--- config.mk ---
export PLATFORM = sky130hd
export DESIGN_NAME = audio_sd_dac_flat
export DESIGN_NICKNAME = d
export VERILOG_FILES = /design/src/rtl/audio_sd_dac_if.sv /design/src/rtl/audio_sd_dac.sv /design/src/flat_wrapper.sv
export SDC_FILE = /design/constraint.sdc
export NUM_CORES = 1
export LEC_CHECK = 0
export BUFFER_PORTS_ARGS = -buffer_cell sky130_fd_sc_hd__buf_2
export CAP_MARGIN = 20
export CORE_UTILIZATION = 50
export DETAILED_ROUTE_END_ITERATION = 7
export PLACE_DENSITY = 0.76
export SKIP_LAST_GASP = 1
export SLEW_MARGIN = 20
export SYNTH_ARGS = -nofsm -noshare
export SYNTH_HDL_FRONTEND = slang
export SYNTH_SLANG_ARGS = --single-unit
--- constraint.sdc ---
create_clock -name clk -period 2 [get_ports clk]
set_clock_uncertainty 0.1 [all_clocks]
set_input_delay 0 -clock clk [delete_from_list [all_inputs] [get_ports clk]]
set_output_delay 0 -clock clk [all_outputs]
set_load 0.005 [all_outputs]
--- src/rtl/audio_sd_dac_if.sv ---
// Sample stream handshake from the voice mixer into the sigma-delta output stage.
// The mixer drives data/valid; the DAC returns ready when its one-entry buffer is empty.
interface audio_sd_dac_if #(
  parameter int unsigned WIDTH = 18
);
  logic [WIDTH-1:0] s_data;
  logic             s_valid;
  logic             s_ready;

  modport master (
    output s_data,
    output s_valid,
    input  s_ready
  );

  modport slave (
    input  s_data,
    input  s_valid,
    output s_ready
  );
endinterface

--- src/rtl/audio_sd_dac.sv ---
// First-order sigma-delta audio DAC with one-sample buffer and sample-rate tick.
// Optional LFSR dither is enabled by defining SD_DAC_DITHER_EN.
module audio_sd_dac #(
  parameter int unsigned WIDTH   = 18,
  parameter int unsigned CLK_DIV = 1134
) (
  input  logic                clk,
  input  logic                rst_n,
  input  logic                enable,
  audio_sd_dac_if.slave       s_if,
  output logic                sample_tick,
  output logic                underrun,
  output logic [7:0]          underrun_cnt,
  output logic                dac_out
);

  localparam int unsigned     CntW   = (CLK_DIV > 1) ? $clog2(CLK_DIV) : 1;
  localparam logic [CntW-1:0] DivLast = CntW'(CLK_DIV - 1);
  localparam logic [WIDTH-1:0] Mid   = {1'b1, {(WIDTH-1){1'b0}}};

  logic [CntW-1:0]  r_div_cnt;
  logic             r_buf_full;
  logic [WIDTH-1:0] r_buf;
  logic [WIDTH-1:0] r_active;
  logic [WIDTH-1:0] r_acc;
  logic             r_dac;
  logic             r_sample_tick;
  logic             r_underrun;
  logic [7:0]       r_underrun_cnt;

  logic             w_tick;
  logic             w_xfer;
  logic [WIDTH:0]   w_sum;

  assign w_tick      = (r_div_cnt == DivLast);
  assign s_if.s_ready = rst_n & ~r_buf_full;
  assign w_xfer      = s_if.s_valid & s_if.s_ready;

  // Divider, buffer and active-sample update. At the tick a full buffer always wins;
  // an empty buffer with valid input bypasses straight into the active sample.
  always_ff @(posedge clk) begin
    if (!rst_n) begin
      r_div_cnt      <= '0;
      r_buf_full     <= 1'b0;
      r_buf          <= Mid;
      r_active       <= Mid;
      r_sample_tick  <= 1'b0;
      r_underrun     <= 1'b0;
      r_underrun_cnt <= '0;
    end else begin
      r_div_cnt     <= w_tick ? '0 : r_div_cnt + 1'b1;
      r_sample_tick <= w_tick;
      r_underrun    <= 1'b0;
      if (w_tick) begin
        if (r_buf_full) begin
          r_active   <= enable ? r_buf : Mid;
          r_buf_full <= 1'b0;
        end else if (s_if.s_valid) begin
          r_active <= enable ? s_if.s_data : Mid;
        end else begin
          r_underrun <= 1'b1;
          if (!enable) begin
            r_active <= Mid;
          end
          if (r_underrun_cnt != 8'hFF) begin
            r_underrun_cnt <= r_underrun_cnt + 8'd1;
          end
        end
      end else if (w_xfer) begin
        r_buf      <= s_if.s_data;
        r_buf_full <= 1'b1;
      end
    end
  end

`ifdef SD_DAC_DITHER_EN
  logic [15:0] r_lfsr;
  logic        w_lfsr_fb;

  assign w_lfsr_fb = r_lfsr[15] ^ r_lfsr[13] ^ r_lfsr[12] ^ r_lfsr[10];

  always_ff @(posedge clk) begin
    if (!rst_n) begin
      r_lfsr <= 16'hACE1;
    end else begin
      r_lfsr <= {r_lfsr[14:0], w_lfsr_fb};
    end
  end

  // Carry out of the WIDTH+1 bit sum is dropped, so dither wraps rather than clamps.
  always_comb begin
    w_sum = {1'b0, r_acc} + {1'b0, r_active} + (WIDTH+1)'(r_lfsr[1:0]);
  end
`else
  always_comb begin
    w_sum = {1'b0, r_acc} + {1'b0, r_active};
  end
`endif

  always_ff @(posedge clk) begin
    if (!rst_n) begin
      r_acc <= '0;
      r_dac <= 1'b0;
    end else begin
      r_acc <= w_sum[WIDTH-1:0];
      r_dac <= w_sum[WIDTH];
    end
  end

  assign sample_tick  = r_sample_tick;
  assign underrun     = r_underrun;
  assign underrun_cnt = r_underrun_cnt;
  assign dac_out      = r_dac;

endmodule

--- src/flat_wrapper.sv ---
// flat-port wrapper written by rule: the top's interface ports become plain ports
module audio_sd_dac_flat 
#(
  parameter int unsigned WIDTH   = 18,
  parameter int unsigned CLK_DIV = 1134
)
  (clk, rst_n, enable, sample_tick, underrun, underrun_cnt, dac_out, s_if_s_data, s_if_s_valid, s_if_s_ready);
  audio_sd_dac_if #(.WIDTH(WIDTH)) s_if_i ();
  input  logic clk;
  input  logic rst_n;
  input  logic enable;
  output logic sample_tick;
  output logic underrun;
  output logic [7:0] underrun_cnt;
  output logic dac_out;
  input wire logic [$bits(s_if_i.s_data)-1:0] s_if_s_data;
  input wire logic [$bits(s_if_i.s_valid)-1:0] s_if_s_valid;
  output wire logic [$bits(s_if_i.s_ready)-1:0] s_if_s_ready;
  assign s_if_i.s_data = s_if_s_data;
  assign s_if_i.s_valid = s_if_s_valid;
  assign s_if_s_ready = s_if_i.s_ready;
  audio_sd_dac #(.WIDTH(WIDTH), .CLK_DIV(CLK_DIV)) u_core (.clk(clk), .rst_n(rst_n), .enable(enable), .s_if(s_if_i), .sample_tick(sample_tick), .underrun(underrun), .underrun_cnt(underrun_cnt), .dac_out(dac_out));
endmodule
Word-level counts from Yosys, hierarchy flattened
Index checks and enable logic that the tools add are counted.
{ "word_totals": {"word_cells": 32, "mem_bits_rw": 0, "input_bits": 22, "ff_bits": 77, "romBits": 0, "latchBits": 0, "mem_count": 0} }
{ "classes": {"shifts": 0, "mux": 6, "n_bitwise": 6, "add_sub_neg": 3, "multipliers": 0, "order_cmp": 0, "div": 0, "n_eq_ne": 3, "reduce_logical": 5} }
{ "ops": {"columns": ["cell", "n"], "rows": [
  ["2-to-1 mux 18 bit", 5],
  ["adder 18 x 18 -> 19 bit", 1],
  ["adder 11 x 1 -> 11 bit (second input constant)", 1],
  ["equality test 11 bit (second input constant)", 1],
  ["adder 8 x 1 -> 8 bit (second input constant)", 1],
  ["!= test 8 bit (second input constant)", 1],
  ["inverter 1 bit", 4],
  ["AND reduction 2 bit", 2],
  ["AND reduction 4 bit", 1],
  ["!= test 3 x 1 -> 1 bit (second input constant)", 1],
  ["OR reduction 3 bit", 1],
  ["bitwise AND 1 bit", 2],
  ["OR reduction 2 bit", 1],
  ["2-to-1 mux 1 bit", 1]
]} }

Depth between registers and ports, before layout
{ "depth": {"ltp_word": 4, "mapped_depth": 9, "ltp_nobuf": 8} }

Worst setup path after synthesis
Ideal clock, no wire load.
{ "synth_timing": {"path_kind": "reg-to-reg", "startpoint": "reg u_core.r_active[0]", "endpoint": "reg u_core.r_acc[16]", "path_slack_ns": -0.056, "setup_ns": 0.072, "required_ns": 1.828, "n_path_buf": 0, "t_arrival_ns": 1.884, "period_less_slack_ns": 2.056, "path_stages_with_launch": 9, "path_cell_list": "dfxtp_1 -> ha_1 -> inv_1 -> fa_1 -> nand2b_1 -> a21o_1 -> a31o_2 -> a41oi_1 -> mux2i_1"} }
{ "synth_between": {"elab_chain_cells": 1} }
{ "synth_rtl": {"columns": ["item", "line", "rtl"], "rows": [
  ["from (decl)", "audio_sd_dac.sv:24", "logic [WIDTH-1:0] r_active;"],
  ["from (signal assigned)", "audio_sd_dac.sv:46", "r_active <= Mid;"],
  ["from (signal assigned)", "audio_sd_dac.sv:56", "r_active <= enable ? r_buf : Mid;"],
  ["from (signal assigned)", "audio_sd_dac.sv:59", "r_active <= enable ? s_if.s_data : Mid;"],
  ["adder 18 x 18 -> 19 bit", "audio_sd_dac.sv:96", "w_sum = {1'b0, r_acc} + {1'b0, r_active};"],
  ["to (signal assigned)", "audio_sd_dac.sv:105", "r_acc <= w_sum[WIDTH-1:0];"],
  ["to (decl)", "audio_sd_dac.sv:25", "logic [WIDTH-1:0] r_acc;"]
]} }
No other way between the ends.
A chain may end at the register's enable or synchronous reset.

Final worst setup path
{ "layout_timing": {"startpoint": "reg u_core.r_active[0]", "endpoint": "reg u_core.r_acc[10]"} }
The elaborated chain is that of the path after synthesis.

==> impl_metrics.csv <==
group,metric,value,unit
critical_path,endpoint_kind,"register",
sta,slew_headroom,70.6,%
synthesis,yosysWarnings,0,
placed_design,dpl_worst_slack,-83.0,ps
synthesis,syn_avg_cell_area,7.89,um^2
floorplanning,rows,32,
synthesis,syn_area,3990,um^2
cells_and_area,utilization,65.4,%
placed_design,gp_congestion,0.864,
synthesis,syn_nets,550,
sta,post-route-period-util,100,%
synthesis,ys.flop_type,"dfxtp_1",
detailed_routing,ant_nets,0,
global_routing,grt_pass1_vias,3495,
run_status,violations,"setup timing",
cells_and_area,fin_nets,621,
cts,cts_sinks,77,
synthesis,yosys.area.top_type,"dfxtp_1",
floorplanning,initial_utilization,51.7,%
detailed_routing,viasPerCell,5.44,
sta,slew_viol_final,0,
cells_and_area,final_layout_size_suffix_gt1_share,21.5,%
synthesis,synth_cells,506,
critical_path,worstPathArrival,2160,ps
sta,worstMarginPinSlew,440,ps
critical_path,r2r_end,"u_core.r_acc[10]",
placed_design,portBuffers,33,
critical_path,reg2reg_from,"u_core.r_active[0]",
sta,finalSetupViolations,1,
min_path,whs_path_depth,4,
critical_path,startpoint,"u_core.r_active[0]",
sta,whs,74.1,ps
run_status,status,"complete, but fails checks",
cts,cts_buffer_depth,2,
synthesis,synth_top_area_share,38.6,%
critical_path,rrSetupSlack,-1,ps
min_path,min_path_type,"primary input to register",
sta,max_freq,500,MHz
synthesis,ys_seq_area_share,38.6,%
sta,fin_crit,2000,ps
sta,worst_slack,-1.40,ps
cts,clk_pin_slew_worst_paths,80,ps
detailed_routing,route.detailed.drc,0,
detailed_routing,dr_total_vias,3713,
critical_path,worstPathMaxFanout,3,
synthesis,synth_area_leaders,"dfxtp_1, nand2_1, ha_1",
cells_and_area,multi_input_area,2400,um^2
global_routing,antenna_found_initial,0,
detailed_routing,drt-total-wl,9290,um
floorplanning,core,7730,um^2
pwr,power.density,658,nW/um^2
min_path,hold_end,"u_core.r_acc[3]",
min_path,hold_start,"rst_n",
detailed_routing,drt_iter0_markers,223,
cts,insertion_delay,370,ps
cells_and_area,antenna_cells,0,
detailed_routing,firstDrtPassIters,4,
global_routing,grt_pass1_wl,15400,um
cts,cts_buffers,9,
cells_and_area,synthToLayoutAreaGrowth,26.5,%
placed_design,dpl.hpwl,6190,um
cts,root_buffer,"clkbuf_8",
cells_and_area,seq_area,1550,um^2
floorplanning,io_pins,34,
cells_and_area,fill_cells,585,
pwr,ir_drop,0.560,mV
flow_run,cap_violations,0,
floorplanning,design.die.area,8350,um^2
synthesis,ys_async_sr_fraction,0,%
floorplanning,die_h,91.4,um
cts,h-tree-depth,3,
cts,cts_tree,"yes",
global_routing,grt_max_degree,38,
critical_path,crit_type,"register to register",
global_routing,grt_usage,23.3,%
critical_path,critPathLaunchType,"register",
sta,rsz0062_at_grt,"yes",
sta,hold_viol,0,
pwr,power.leakage,2.06,nW
synthesis,ys_seq_elements,77,
pwr,total_power,0.00332,W
critical_path,worstPathRequired,2160,ps
critical_path,reg2reg_depth,9,
global_routing,grt_overflow_total,0,
cells_and_area,fin_area,5050,um^2
floorplanning,die_x,91.4,um
synthesis,synth_enable_flop_cells,0,
placed_design,postPlaceCellArea,4410,um^2
synthesis,synth.distinct_cells,57,
detailed_routing,wire_per_inst,13.6,um
worst max path at each step:
stage	end	depth (start not counted)
final	u_core.r_acc[10]	9
after global routing	u_core.r_acc[10]	9
after CTS	u_core.dac_out	8
after detailed placement	u_core.dac_out	8
after global placement	u_core.dac_out	8
after floorplan	u_core.r_acc[16]	8
per-layer routing:
metal / global-route usage [%] / share of wire (%) / vias to the layer above
li1: - / - / 1897
met1: 28.8 / 46 / 1731
met2: 39.0 / 49 / 71
met3: 5.86 / 3.6 / 14
met4: 8.86 / 1.9 / 0
met5: 0 / 0 / -
layout by cell type (no fill, tap or decap), types with 4 or more instances in the layout:
cell / count
dfxtp_1: 73
nand3_1: 43
nand4_1: 7
nor2_1: 33
inv_1: 27
dlygate4sd3_1: 19
buf_2: 33
xor2_1: 10
buf_4: 34
a21oi_1: 34
xnor2_1: 5
nand2_1: 77
nor3_1: 13
o21ai_0: 47
mux2i_1: 7
clkbuf_8: 10
ha_1: 16
and3_1: 4
nand2b_1: 5
ha_4: 4
o21a_1: 7
a21o_1: 4
dfxtp_2: 4
a21oi_2: 8
cell usage after synthesis (2+ instances only):
master and number:
o211ai_1 2, nor2_1 33, a21o_1 4, nand4_1 7, nand3b_1 2, mux2i_1 7, clkbuf_1 18, dfxtp_1 77
a21oi_2 2, xnor2_1 5, xor2_1 10, buf_2 7, nand3_1 43, nor4_1 2, nor3_1 16, o21a_1 7
nand2b_1 6, a31o_2 2, a211oi_2 2, and2_1 2, inv_1 28, and3_1 4, a21oi_1 41, o21ai_0 48
nand2_1 78, a21bo_1 2, ha_1 21
registers in the layout (all words and copies together), names as in the netlist:
name and cells:
u_core.r_acc 18, u_core.r_active 18, u_core.r_buf 18, u_core.r_div_cnt 11, u_core.underrun_cnt 8, u_core.dac_out 1
u_core.r_buf_full 1, u_core.sample_tick 1, u_core.underrun 1
per-stage QoR:
step / TNS (ps) / std cells
floorplan: 0 / 506
global placement: -54.9 / 641
detailed placement: -200 / 641
CTS: -89.9 / 677
global route: -396 / 683
finish: -1.40 / 683
logic make-up after synthesis:
logic type,Yosys count,share of synthesized area (%)
AO/OA/AOI/OAI,123,18.6
XOR/XNOR,15,3.29
adder cells (fa/ha/maj),22,7.08
buffers and inverters,55,5.48
flip-flops,77,38.6
multiplexers,7,1.75
AND/OR/NAND/NOR,207,25.2
worst max-delay path, cell delays in order, from the launching register on:
cell and delay (ps):
dfxtp_2 360, ha_4 140, inv_2 40, fa_2 350, nand2b_4 150, a21o_1 190
a211oi_2 250, buf_4 170, o21a_1 110, nor3_2 40
repair_timing:
item / 4_1_cts / 5_1_grt
buffers inserted: 2 / 6
endpoints found under the hold margin: 35 / 0
hold buffers: 19 / 0
setup endpoints to repair: 7 / 14
pin swaps: 9 / 8
gates cloned: 0 / 0
gates resized for setup: 8 / 22
where the power goes:
| part | leakage, nW | internal [W] | switching (W) |
|---|---|---|---|
| sequential | 0.627 | 0.00157 | 0.0000204 |
| clock | 0.123 | 0.000863 | 0.000607 |
| combinational | 1.31 | 0.000112 | 0.000149 |
| total | 2.06 | 0.00255 | 0.000776 |
area by class of cell:
class | count | share of cell area, %
Clock buffer | 10 | 2.72
Clock inverter | 5 | 2.13
Inverter | 28 | 2.08
Multi-Input combinational cell | 374 | 47.4
Sequential cell | 77 | 30.6
Tap cell | 102 | 2.53
Timing Repair Buffer | 87 | 12.5
Power figures use the tool's default switching activity.
